## src/rtl/mem_write_controller_if.sv

```systemverilog
// mem_write_controller_if: bundles the store-path bus between the execute
// stage and mem_write_controller.
//   Execute-stage side (driven into the controller):
//     instruction, mem_addr, store_data, pc, uart_tx_ready, ac_fifo_full
//   Controller side (driven by mem_write_controller):
//     mem_wdata, dmem_we, imem_we, uart_tx_data, uart_tx_valid, counter_rst,
//     leds, ac_fifo_din, ac_fifo_wr_en, mem_stall, misalign_err
// Modports: slave = controller view, master = pipeline/environment view.
interface mem_write_controller_if #(
  parameter int LED_WIDTH = 8
);
  logic [31:0]          instruction;
  logic [31:0]          mem_addr;
  logic [31:0]          store_data;
  logic [31:0]          pc;
  logic [31:0]          mem_wdata;
  logic [3:0]           dmem_we;
  logic [3:0]           imem_we;
  logic [7:0]           uart_tx_data;
  logic                 uart_tx_valid;
  logic                 uart_tx_ready;
  logic                 counter_rst;
  logic [LED_WIDTH-1:0] leds;
  logic [31:0]          ac_fifo_din;
  logic                 ac_fifo_wr_en;
  logic                 ac_fifo_full;
  logic                 mem_stall;
  logic                 misalign_err;

  modport slave (
    input  instruction, mem_addr, store_data, pc, uart_tx_ready, ac_fifo_full,
    output mem_wdata, dmem_we, imem_we, uart_tx_data, uart_tx_valid,
           counter_rst, leds, ac_fifo_din, ac_fifo_wr_en, mem_stall, misalign_err
  );

  modport master (
    output instruction, mem_addr, store_data, pc, uart_tx_ready, ac_fifo_full,
    input  mem_wdata, dmem_we, imem_we, uart_tx_data, uart_tx_valid,
           counter_rst, leds, ac_fifo_din, ac_fifo_wr_en, mem_stall, misalign_err
  );
endinterface

```

## src/rtl/mem_write_controller.sv

```systemverilog
// mem_write_controller: store-side memory controller. Decodes the execute-
// stage store, produces byte-lane enables and lane-aligned data for DMEM and
// IMEM, and performs memory-mapped IO writes (posted UART transmit, counter
// reset pulse, LED register, audio FIFO). mem_stall freezes the pipeline when
// an IO write cannot be accepted this cycle.
// Ports:
//   clk  - core clock
//   rst  - synchronous, active-high reset
//   bus  - mem_write_controller_if.slave (see interface file for signal list)
// Optional feature: define MEM_WRITE_MISALIGN_TRAP_EN to suppress misaligned
// SH/SW stores and pulse misalign_err one cycle later; otherwise misaligned
// stores follow the normal lane rules and misalign_err is tied low.
module mem_write_controller #(
  parameter int LED_WIDTH = 8
) (
  input logic                  clk,
  input logic                  rst,
  mem_write_controller_if.slave bus
);

  localparam logic [6:0]  OPC_STORE = 7'b0100011;
  localparam logic [2:0]  F3_SB     = 3'b000;
  localparam logic [2:0]  F3_SH     = 3'b001;
  localparam logic [2:0]  F3_SW     = 3'b010;
  localparam logic [11:0] IO_UART   = 12'h008;
  localparam logic [11:0] IO_CNT    = 12'h018;
  localparam logic [11:0] IO_LED    = 12'h030;
  localparam logic [11:0] IO_FIFO   = 12'h044;

  typedef enum logic {S_IDLE, S_BUSY} uart_state_t;

  logic [6:0]           w_opcode;
  logic [2:0]           w_funct3;
  logic [3:0]           w_region;
  logic [1:0]           w_off;
  logic [15:0]          w_hw;
  logic [7:0]           w_byte;
  logic                 w_store;
  logic                 w_store_ok;
  logic [3:0]           w_lane_we;
  logic [31:0]          w_lane_wdata;
  logic                 w_dmem_sel;
  logic                 w_imem_sel;
  logic                 w_io_sel;
  logic                 w_uart_wr;
  logic                 w_cnt_wr;
  logic                 w_led_wr;
  logic                 w_fifo_wr;
  logic                 w_uart_capture;
  logic                 w_uart_stall;
  logic                 w_unused;
  uart_state_t          r_state;
  uart_state_t          w_state_next;
  logic [7:0]           r_uart_data;
  logic                 r_counter_rst;
  logic [LED_WIDTH-1:0] r_leds;

  assign w_opcode = bus.instruction[6:0];
  assign w_funct3 = bus.instruction[14:12];
  assign w_region = bus.mem_addr[31:28];
  assign w_off    = bus.mem_addr[1:0];
  assign w_hw     = bus.store_data[15:0];
  assign w_byte   = bus.store_data[7:0];
  assign w_store  = (w_opcode == OPC_STORE);

  // Fields of the instruction/PC/address that the store path never looks at.
  assign w_unused = ^{bus.instruction[31:15], bus.instruction[11:7],
                      bus.pc[31], bus.pc[29:0], bus.mem_addr[27:12]};

`ifdef MEM_WRITE_MISALIGN_TRAP_EN
  logic w_misaligned;
  logic r_misalign_err;
  assign w_misaligned = ((w_funct3 == F3_SH) && w_off[0]) ||
                        ((w_funct3 == F3_SW) && (w_off != 2'b00));
  assign w_store_ok   = w_store && !w_misaligned;
  assign bus.misalign_err = r_misalign_err;

  always_ff @(posedge clk) begin
    if (rst) r_misalign_err <= 1'b0;
    else     r_misalign_err <= w_store && w_misaligned;
  end
`else
  assign w_store_ok       = w_store;
  assign bus.misalign_err = 1'b0;
`endif

  // Byte-lane enables and lane-aligned data. SH at offset 3 wraps to the
  // lowest halfword rather than straddling a word boundary.
  always_comb begin
    w_lane_we    = '0;
    w_lane_wdata = '0;
    case (w_funct3)
      F3_SB: begin
        w_lane_we    = 4'b0001 << w_off;
        w_lane_wdata = {4{w_byte}};
      end
      F3_SH: begin
        case (w_off)
          2'd1: begin
            w_lane_we    = 4'b0110;
            w_lane_wdata = {8'h00, w_hw, 8'h00};
          end
          2'd2: begin
            w_lane_we    = 4'b1100;
            w_lane_wdata = {2{w_hw}};
          end
          default: begin
            w_lane_we    = 4'b0011;
            w_lane_wdata = {2{w_hw}};
          end
        endcase
      end
      F3_SW: begin
        w_lane_we    = 4'b1111;
        w_lane_wdata = bus.store_data;
      end
      default: ;
    endcase
  end

  // Region 0011 matches both selects, so it lands in DMEM and IMEM together.
  assign w_dmem_sel = (w_region[3:2] == 2'b00) && w_region[0];
  assign w_imem_sel = (w_region[3:1] == 3'b001) && bus.pc[30];
  assign w_io_sel   = (w_region == 4'b1000);

  assign bus.mem_wdata = w_lane_wdata;
  assign bus.dmem_we   = (w_store_ok && w_dmem_sel) ? w_lane_we : '0;
  assign bus.imem_we   = (w_store_ok && w_imem_sel) ? w_lane_we : '0;

  assign w_uart_wr = w_store_ok && w_io_sel && (bus.mem_addr[11:0] == IO_UART);
  assign w_cnt_wr  = w_store_ok && w_io_sel && (bus.mem_addr[11:0] == IO_CNT);
  assign w_led_wr  = w_store_ok && w_io_sel && (bus.mem_addr[11:0] == IO_LED);
  assign w_fifo_wr = w_store_ok && w_io_sel && (bus.mem_addr[11:0] == IO_FIFO);

  assign bus.ac_fifo_din   = bus.store_data;
  assign bus.ac_fifo_wr_en = w_fifo_wr && !bus.ac_fifo_full;

  // UART FSM: state register
  always_ff @(posedge clk) begin
    if (rst) r_state <= S_IDLE;
    else     r_state <= w_state_next;
  end

  // UART FSM: next state
  always_comb begin
    w_state_next = r_state;
    case (r_state)
      S_IDLE: if (w_uart_wr)         w_state_next = S_BUSY;
      S_BUSY: if (bus.uart_tx_ready) w_state_next = S_IDLE;
      default:                       w_state_next = S_IDLE;
    endcase
  end

  // UART FSM: outputs. A store arriving while BUSY is held off by the stall
  // and only captured once the FSM has returned to IDLE.
  always_comb begin
    bus.uart_tx_valid = 1'b0;
    w_uart_capture    = 1'b0;
    w_uart_stall      = 1'b0;
    case (r_state)
      S_IDLE: w_uart_capture = w_uart_wr;
      S_BUSY: begin
        bus.uart_tx_valid = 1'b1;
        w_uart_stall      = w_uart_wr;
      end
      default: ;
    endcase
  end

  assign bus.mem_stall = w_uart_stall || (w_fifo_wr && bus.ac_fifo_full);

  always_ff @(posedge clk) begin
    if (rst) begin
      r_uart_data   <= '0;
      r_counter_rst <= 1'b0;
      r_leds        <= '0;
    end else begin
      if (w_uart_capture) r_uart_data <= w_byte;
      r_counter_rst <= w_cnt_wr;
      if (w_led_wr) r_leds <= bus.store_data[LED_WIDTH-1:0];
    end
  end

  assign bus.uart_tx_data = r_uart_data;
  assign bus.counter_rst  = r_counter_rst;
  assign bus.leds         = r_leds;

endmodule
```

## src/flat_wrapper.sv

```systemverilog
// flat-port wrapper written by rule: the top's interface ports become plain ports
module mem_write_controller_flat 
#(
  parameter int LED_WIDTH = 8
)
  (clk, rst, bus_instruction, bus_mem_addr, bus_store_data, bus_pc, bus_uart_tx_ready, bus_ac_fifo_full, bus_mem_wdata, bus_dmem_we, bus_imem_we, bus_uart_tx_data, bus_uart_tx_valid, bus_counter_rst, bus_leds, bus_ac_fifo_din, bus_ac_fifo_wr_en, bus_mem_stall, bus_misalign_err);
  mem_write_controller_if #(.LED_WIDTH(LED_WIDTH)) bus_i ();
  input logic clk;
  input logic rst;
  input wire logic [$bits(bus_i.instruction)-1:0] bus_instruction;
  input wire logic [$bits(bus_i.mem_addr)-1:0] bus_mem_addr;
  input wire logic [$bits(bus_i.store_data)-1:0] bus_store_data;
  input wire logic [$bits(bus_i.pc)-1:0] bus_pc;
  input wire logic [$bits(bus_i.uart_tx_ready)-1:0] bus_uart_tx_ready;
  input wire logic [$bits(bus_i.ac_fifo_full)-1:0] bus_ac_fifo_full;
  output wire logic [$bits(bus_i.mem_wdata)-1:0] bus_mem_wdata;
  output wire logic [$bits(bus_i.dmem_we)-1:0] bus_dmem_we;
  output wire logic [$bits(bus_i.imem_we)-1:0] bus_imem_we;
  output wire logic [$bits(bus_i.uart_tx_data)-1:0] bus_uart_tx_data;
  output wire logic [$bits(bus_i.uart_tx_valid)-1:0] bus_uart_tx_valid;
  output wire logic [$bits(bus_i.counter_rst)-1:0] bus_counter_rst;
  output wire logic [$bits(bus_i.leds)-1:0] bus_leds;
  output wire logic [$bits(bus_i.ac_fifo_din)-1:0] bus_ac_fifo_din;
  output wire logic [$bits(bus_i.ac_fifo_wr_en)-1:0] bus_ac_fifo_wr_en;
  output wire logic [$bits(bus_i.mem_stall)-1:0] bus_mem_stall;
  output wire logic [$bits(bus_i.misalign_err)-1:0] bus_misalign_err;
  assign bus_i.instruction = bus_instruction;
  assign bus_i.mem_addr = bus_mem_addr;
  assign bus_i.store_data = bus_store_data;
  assign bus_i.pc = bus_pc;
  assign bus_i.uart_tx_ready = bus_uart_tx_ready;
  assign bus_i.ac_fifo_full = bus_ac_fifo_full;
  assign bus_mem_wdata = bus_i.mem_wdata;
  assign bus_dmem_we = bus_i.dmem_we;
  assign bus_imem_we = bus_i.imem_we;
  assign bus_uart_tx_data = bus_i.uart_tx_data;
  assign bus_uart_tx_valid = bus_i.uart_tx_valid;
  assign bus_counter_rst = bus_i.counter_rst;
  assign bus_leds = bus_i.leds;
  assign bus_ac_fifo_din = bus_i.ac_fifo_din;
  assign bus_ac_fifo_wr_en = bus_i.ac_fifo_wr_en;
  assign bus_mem_stall = bus_i.mem_stall;
  assign bus_misalign_err = bus_i.misalign_err;
  mem_write_controller #(.LED_WIDTH(LED_WIDTH)) u_core (.clk(clk), .rst(rst), .bus(bus_i));
endmodule
```

## config.mk

```make
export PLATFORM = sky130hd
export DESIGN_NAME = mem_write_controller_flat
export DESIGN_NICKNAME = d
export VERILOG_FILES = /design/src/rtl/mem_write_controller_if.sv /design/src/rtl/mem_write_controller.sv /design/src/flat_wrapper.sv
export SDC_FILE = /design/constraint.sdc
export NUM_CORES = 1
export LEC_CHECK = 0
export ABC_AREA = 1
export ABC_CLOCK_PERIOD_IN_PS = 1500
export CORE_UTILIZATION = 25
export CTS_CLUSTER_SIZE = 16
export DETAILED_ROUTE_END_ITERATION = 10
export GPL_TIMING_DRIVEN = 0
export PLACE_DENSITY = 0.83
export SYNTH_ARGS = -nofsm -noshare
export SYNTH_HDL_FRONTEND = slang
export SYNTH_SLANG_ARGS = --single-unit
```

## constraint.sdc

```tcl
create_clock -name clk -period 1.5 [get_ports clk]
set_clock_uncertainty 0.15 [all_clocks]
set_input_delay 0.225 -clock clk [delete_from_list [all_inputs] [get_ports clk]]
set_output_delay 0.225 -clock clk [all_outputs]
set_load 0.01 [all_outputs]
```

# After elaboration in Yosys (flattened, before gate mapping)
# Cells that the tools add are included.
# totals
in_bits	132
ff_bits	18
output_inout_bits	93
elab_cells	44
# op_classes
eq_ne	11
mux	12
n_reduce_logical	15
shifts	1
n_bitwise	1
# ops
operator	n
$pmux 32 s3	1
$mux 32	1
$eq 12x4->1 const B	1
$eq 12x5->1 const B	1
$eq 12x6->1 const B	1
$eq 12x7->1 const B	1
$pmux 4 s3	1
$logic_and 1x1->1	11
$mux 4	2
$pmux 4 s2	1
$eq 7x6->1 const B	1
$eq 3x1->1 const B	2
$mux 1	5
$eq 4x4->1 const B	1
$shl 1x2->4 const A	1
$eq 3x2->1 const B	1
$logic_not 3->1	1
$eq 2x1->1 const B	1
$eq 2x2->1 const B	1
$logic_not 2->1	1
$pmux 1 s2	1
$logic_not 1->1	1
$logic_or 1x1->1	1
$not 1->1	1

# Logic depth before layout (Yosys ltp)
# Gate-level depths: netlist (run 1).
# logic_depth
depth_word	5
ltp_mapped	9
ltp_nobuf	9

# Worst setup path before layout (run 1)
# OpenSTA, ideal clock, no wires.
# synth_timing
path_kind	input-to-output
from	input port bus_mem_addr[0]
to	output port bus_mem_stall
n_path_buf	1
arrival_ps	1249
slack_ps	-124
cell_stages	9
t_required_ps	1125
cell_sequence	inv_1 > ha_1 > nand3_2 > nor2_4 > nand2_2 > nor2_8 > buf_8 > nand2_1 > nand2_1
# synth_between
elab_chain_len	4
word_cells_on_any_way	7
classes_between	2 x eq/ne; 1 x mux; 4 x reduce/logical
# synth_rtl
element	line_no	source
start, declared	flat_wrapper.sv:11	input wire logic [$bits(bus_i.mem_addr)-1:0] bus_mem_addr;
$eq 12x4->1 or $eq 12x7->1 (tied branches)	mem_write_controller.sv:130, mem_write_controller.sv:133	
$logic_and 1x1->1 (on tied branches)	mem_write_controller.sv:130, mem_write_controller.sv:133	
$mux 1 or $logic_and 1x1->1 (tied branches)	mem_write_controller.sv:160, mem_write_controller.sv:170	
$logic_or 1x1->1 (*)	mem_write_controller.sv:170	assign bus.mem_stall = w_uart_stall || (w_fifo_wr && bus.ac_fifo_full);
end, declared	flat_wrapper.sv:25	output wire logic [$bits(bus_i.mem_stall)-1:0] bus_mem_stall;
# Mark *: on every way between the ends. The rest lies on a longest branch, timed or not.

# Worst setup path after layout (run 1)
# layout_timing
from	input port bus_instruction[12]
to	output port bus_mem_wdata[1]
# layout_between
elab_chain_len	2
word_cells_on_any_way	4
classes_between	2 x eq/ne; 1 x mux; 1 x reduce/logical
# layout_rtl
element	line_no	source
start, declared	flat_wrapper.sv:10	input wire logic [$bits(bus_i.instruction)-1:0] bus_instruction;
$eq 3x2->1, or another cell as far along	mem_write_controller.sv:92	case (w_funct3)
$pmux 32 s3 (*)	mem_write_controller.sv:92	
end, declared	flat_wrapper.sv:16	output wire logic [$bits(bus_i.mem_wdata)-1:0] bus_mem_wdata;
# Marked as above.

==> flow_summary.json, run 1 <==
{
  "layout_common_cells": "59 x buf_4, 44 x buf_2, 44 x dlygate4sd2_1, 38 x nand2_1, 37 x nor2_1",
  "drt_iter0_drc": 96,
  "reg2reg_from": "u_core.r_state",
  "synth_edf_count": 0,
  "drc": 0,
  "avgSynthCellArea_um2": 6.07,
  "hpwl_mm": 6.60,
  "finalHoldViolations": 0,
  "cap_violations": 0,
  "async_flop_share": 0,
  "portBuffers": 154,
  "ios": 225,
  "ys_types": 34,
  "critical_path.startpoint_type": "primary input",
  "violations": "negative setup slack",
  "drive_gt1_frac": 0.527,
  "core_area_um2": 7410,
  "setup_tns_ns": -4.28,
  "antenna_cells": 0,
  "slowest_delay_ns": 0.18,
  "finalWeightedCongestion": 0.821,
  "critPathTopFamily": "buffers and inverters",
  "clock_latency_ns": 0.26,
  "crit_path_max_fanout": 4,
  "postSynthCellCount": 324,
  "grt_pass1_vias": 3187,
  "yosysSeqAreaShare": 0.183,
  "root_buffer": "clkbuf_8",
  "cts_tree": "yes",
  "die_area_um2": 8220,
  "rsz0062_at_grt": "true",
  "hold_class": "primary input to register",
  "fp.dieW_um": 90.7,
  "cts_num_sinks": 18,
  "ir_drop_mv": 0.278,
  "final_common_cell": "buf_4",
  "cts_hold_buf": 0,
  "grt_use_total": 0.234,
  "wl_mm": 10.3,
  "synth_top_flop_cell": "dfxtp_1",
  "fin_crit_sh": 1.12,
  "fmax_mhz": 596,
  "antenna_found_initial": 0,
  "path_class": "primary input to output pin",
  "clk_pin_slew_worst_paths_ns": 0.06,
  "syn-num-nets": 462,
  "worstPathArrival_ns": 1.30,
  "dp_slack_ns": -1.29,
  "finalSetupViolCount": 50,
  "setup_ws_ns": -0.177,
  "crit_slowest_cell": "nor2_4",
  "cts_buffer_depth": 2,
  "p_per_area_nw_per_um2": 394,
  "crit_chain": "buf_8 -> nor2_4 -> nand2_4 -> inv_4 -> buf_6 -> nor3_4 -> buf_6 -> nor3_2 -> buf_2",
  "synth-seq-cells": 18,
  "h-tree-depth": 1,
  "r2r_cells": 4,
  "wl_per_cell_um": 16.4,
  "crit_path_end": "bus_mem_wdata[1]",
  "status": "finished with violations",
  "die_h_um": 90.7,
  "r2r_slack_ns": 0.15,
  "netlist_area_um2": 1970,
  "timing.rr.end": "u_core.bus.uart_tx_data[4]",
  "syn_to_final_growth_pct": 138,
  "num_vias": 3070,
  "avgViaCountPerCell": 4.86,
  "fin_util": 0.631,
  "num-nets-final": 672,
  "critPathLaunch": "bus_instruction[12]",
  "grt_pass1_wl_mm": 15.4,
  "p_leak_uw": 0.00245,
  "cp_num_cells": 9,
  "required_ns": 1.12,
  "fp-row-count": 31,
  "cts_made_buffers": 3,
  "ys_warn_count": 0,
  "finalMaxSlewViolations": 0,
  "cp_common_cell": "buf_6",
  "drt_pass1_iterations": 4,
  "gr-total-overflow": 0,
  "drtAntennaViolNets": 0,
  "initial_core_util": 0.265,
  "cp_num_buf_inv": 5,
  "period_minus_slack_ns": 1.68,
  "cp-end-kind": "output pin",
  "grt_max_degree": 11
}
cell families after synthesis:
kind of cell / share of synthesized area
fa+ha+maj: 0.0382
simple gates: 0.421
flops: 0.183
buf+inv: 0.223
compound gates: 0.132
other cells: 0.00191
tightest hold or removal path, stage by stage:
cell             delay (ns)
clkdlybuf4s15_1        0.20
inv_2                  0.06
nand3_1                0.09
nor2_1                 0.04
power breakdown:
| group | internal, uW | switching [uW] |
|---|---|---|
| sequential | 478 | 0.0000763 |
| combinational | 488 | 477 |
| clock | 233 | 163 |
| total | 1200 | 640 |
synth_stat cells, types with 3 or more instances:
cell type,instances,share of area
a22oi_1,6,0.023
o21ai_1,3,0.0076
o21ai_0,15,0.038
ha_1,6,0.038
nand3_1,43,0.11
a21oi_1,20,0.051
nor2_2,5,0.016
nor2_4,3,0.017
inv_1,30,0.057
buf_4,33,0.13
nor3_1,12,0.031
nand2_1,57,0.11
dfxtp_1,18,0.18
buf_2,6,0.015
inv_2,6,0.011
nor2_1,43,0.082
per-layer routing:
layer | track usage | vias to the layer above | share of wire
met5 | 0 | - | 0
met4 | 0.101 | 0 | 0.027
met3 | 0.0412 | 30 | 0.065
met2 | 0.446 | 159 | 0.54
met1 | 0.247 | 1438 | 0.36
li1 | - | 1443 | -
final cells by class:
class / count / area [um2]
Buffer: 40 / 325
Inverter: 37 / 196
Tap cell: 99 / 124
Sequential cell: 18 / 360
Multi-Input combinational cell: 227 / 1720
Fill cell: 587 / 2740
Clock buffer: 4 / 55.1
Timing Repair Buffer: 207 / 1890
how the worst min path moves through the flow:
stage,startpoint,end,slack [ns],cells past startpoint
6_report,bus_mem_addr[5],u_core.bus.counter_rst,0.26,4
3_3_place_gp,u_core.bus.leds[5],u_core.bus.leds[5],0.30,2
4_1_cts,bus_mem_addr[5],u_core.bus.counter_rst,0.26,4
2_1_floorplan,rst,u_core.r_state,0.14,1
3_5_place_dp,u_core.bus.leds[4],u_core.bus.leds[4],0.31,2
5_1_grt,bus_mem_addr[5],u_core.bus.counter_rst,0.28,4
stage by stage:
step,power (uW),hold WS (ns),cell area [um2],std cells
6_report,1840,0.261,4670,632
5_1_grt,1910,0.281,4670,632
4_1_cts,1720,0.264,4310,623
3_5_place_dp,1240,0.312,3700,577
3_3_place_gp,1230,0.305,3700,577
2_1_floorplan,790,0.137,2030,324
registers in the layout, indices dropped and copies added, names as in the netlist:
register and cells:
u_core.bus.counter_rst 1, u_core.bus.leds 8, u_core.r_state 1, u_core.bus.uart_tx_data 8
timing repair:
item / 4_1_cts / 5_1_grt
gates resized for setup: 454 / 92
pin swaps: 53 / 51
gates cloned: 4 / 1
setup buffers: 38 / 13
endpoints found under the setup margin: 103 / 79
Power figures use the tool's default switching activity.
==> inputs of run 2 (changes only) <==
--- a/config.mk
+++ b/config.mk
@@ -12,6 +12,7 @@
 export DETAILED_ROUTE_END_ITERATION = 10
 export GPL_TIMING_DRIVEN = 0
 export PLACE_DENSITY = 0.83
+export SETUP_SLACK_MARGIN = 0.05
 export SYNTH_ARGS = -nofsm -noshare
 export SYNTH_HDL_FRONTEND = slang
 export SYNTH_SLANG_ARGS = --single-unit
==> run 2 against run 1 <==
Net effect: the flow still finishes with violations (negative setup slack); first-iteration DRC count down 33%; via count up 0.46%; sequential power about the same; register-to-register slack better by 0.06 ns; count of clock-buffer cells in the layout unchanged; sequential share of layout area down 0.15 points.
==> flow_summary.json, run 2 (synthesized netlist as in run 1, its figures left out) <==
{
  "ir_drop_mv": 0.265,
  "fin_crit_sh": 1.16,
  "hold_class": "primary input to register",
  "hold_depth": 4,
  "grt_max_degree": 11,
  "layout_common_cells": "53 x buf_4, 45 x dlygate4sd2_1, 36 x buf_6, 32 x nor2_1, 32 x buf_2",
  "fp.dieW_um": 90.7,
  "avgViaCountPerCell": 4.88,
  "drt_iter0_drc": 64,
  "die_area_um2": 8220,
  "gr-total-overflow": 0,
  "stdcell_count": 632,
  "finalMaxSlewViolations": 0,
  "wl_per_cell_um": 16.9,
  "cts_made_buffers": 3,
  "clock_latency_ns": 0.25,
  "num_vias": 3084,
  "p_leak_uw": 0.00249,
  "finalWeightedCongestion": 0.828,
  "cts_num_sinks": 18,
  "r2r_cells": 4,
  "clk_pin_slew_worst_paths_ns": 0.06,
  "fp-row-count": 31,
  "required_ns": 1.12,
  "cap_violations": 0,
  "drtAntennaViolNets": 0,
  "portBuffers": 154,
  "root_buffer": "clkbuf_8",
  "finalSetupViolCount": 42,
  "hold_ws_ns": 0.270,
  "antenna_found_initial": 2,
  "path_class": "primary input to output pin",
  "dp_slack_ns": -1.32,
  "period_minus_slack_ns": 1.73,
  "grt_use_total": 0.231,
  "rsz0062_at_grt": "true",
  "place_area_um2": 3720,
  "grt_pass1_vias": 3129,
  "h-tree-depth": 1,
  "fillers": 582,
  "regArea_um2": 362,
  "ios": 225,
  "hpwl_mm": 6.73,
  "finalHoldViolations": 0,
  "violations": "negative setup slack",
  "fmax_mhz": 576,
  "multiInputGateArea_um2": 1770,
  "drive_gt1_frac": 0.586,
  "drc": 0,
  "critical_path.startpoint_type": "primary input",
  "crit_path_max_fanout": 5,
  "setup_ws_ns": -0.235,
  "place_inst": 577,
  "core_area_um2": 7410,
  "cp-end-kind": "output pin",
  "fin_util": 0.646,
  "grt_pass1_wl_mm": 15.1,
  "cts_buffer_depth": 2,
  "status": "finished with violations",
  "num-nets-final": 670,
  "final_common_cell": "buf_4",
  "syn_to_final_growth_pct": 143,
  "fin_area_um2": 4780,
  "worstPathArrival_ns": 1.36,
  "p_per_area_nw_per_um2": 394,
  "die_h_um": 90.7,
  "initial_core_util": 0.265,
  "wl_mm": 10.7,
  "drt_pass1_iterations": 4,
  "cts_tree": "yes"
}
## run 2: changes by cell type in the layout (fill, tap and decap cells not counted), sizes merged
cell	before	now
dlymetal6s2s	12	9
clkdlybuf4s50	24	12
inv	34	33
buf	147	141
diode	0	2
dlygate4sd2	44	45
clkdlybuf4s15	16	22
clkbuf	8	20
clkinv	3	4
## run 2: cell type report
type,instances,share of cell area
tap,99,0.0259
antenna,2,0.00105
clock buffer,4,0.0115
sequential,18,0.0756
buffer,41,0.0759
multi-input combinational,227,0.370
inverter,37,0.0411
timing repair buffer,204,0.399
## run 2: layer usage
metal	vias up	part of all wire	GRT usage
li1	1446	-	-
met1	1409	0.36	0.240
met2	185	0.52	0.446
met3	44	0.074	0.0362
met4	0	0.043	0.109
met5	-	0	0
## run 2: what timing repair did
action,in CTS,in global routing
endpoints found under the hold margin,0,0
endpoints found under the setup margin,109,72
hold buffers,0,0
setup buffers,37,19
pin swaps,54,58
gates resized for setup,498,117
gates cloned,3,0
## run 2: final timing paths
path | slack (ns) | endpoint | startpoint
hold reg to reg | 0.32 | u_core.bus.leds[5] | u_core.bus.leds[5]
setup reg to reg | 0.21 | u_core.bus.uart_tx_data[5] | u_core.r_state
hold / removal | 0.27 | u_core.bus.counter_rst | bus_mem_addr[5]
setup / recovery | -0.23 | bus_mem_wdata[6] | bus_instruction[12]
## run 2: through the flow
stage | TNS, ns | total power, uW
floorplan | 0 | 794
global placement | -64.32 | 1230
detailed placement | -66.90 | 1240
CTS | -5.10 | 1770
global route | -7.62 | 1960
finish | -6.12 | 1890
## run 2: critical path: stages
cell and delay, ns:
buf_8 0.09, nor2_4 0.05, buf_12 0.12, nand2_8 0.09, clkinv_8 0.07, nor3_4 0.31, buf_6 0.18, nor3_2 0.05
buf_2 0.16
## run 2: report_power, final
group,switching (uW),internal (uW),total [uW],leakage [uW]
registers,0.0000750,478,478,0.000145
logic,503,519,1020,0.00232
clock network,153,233,386,0.0000288
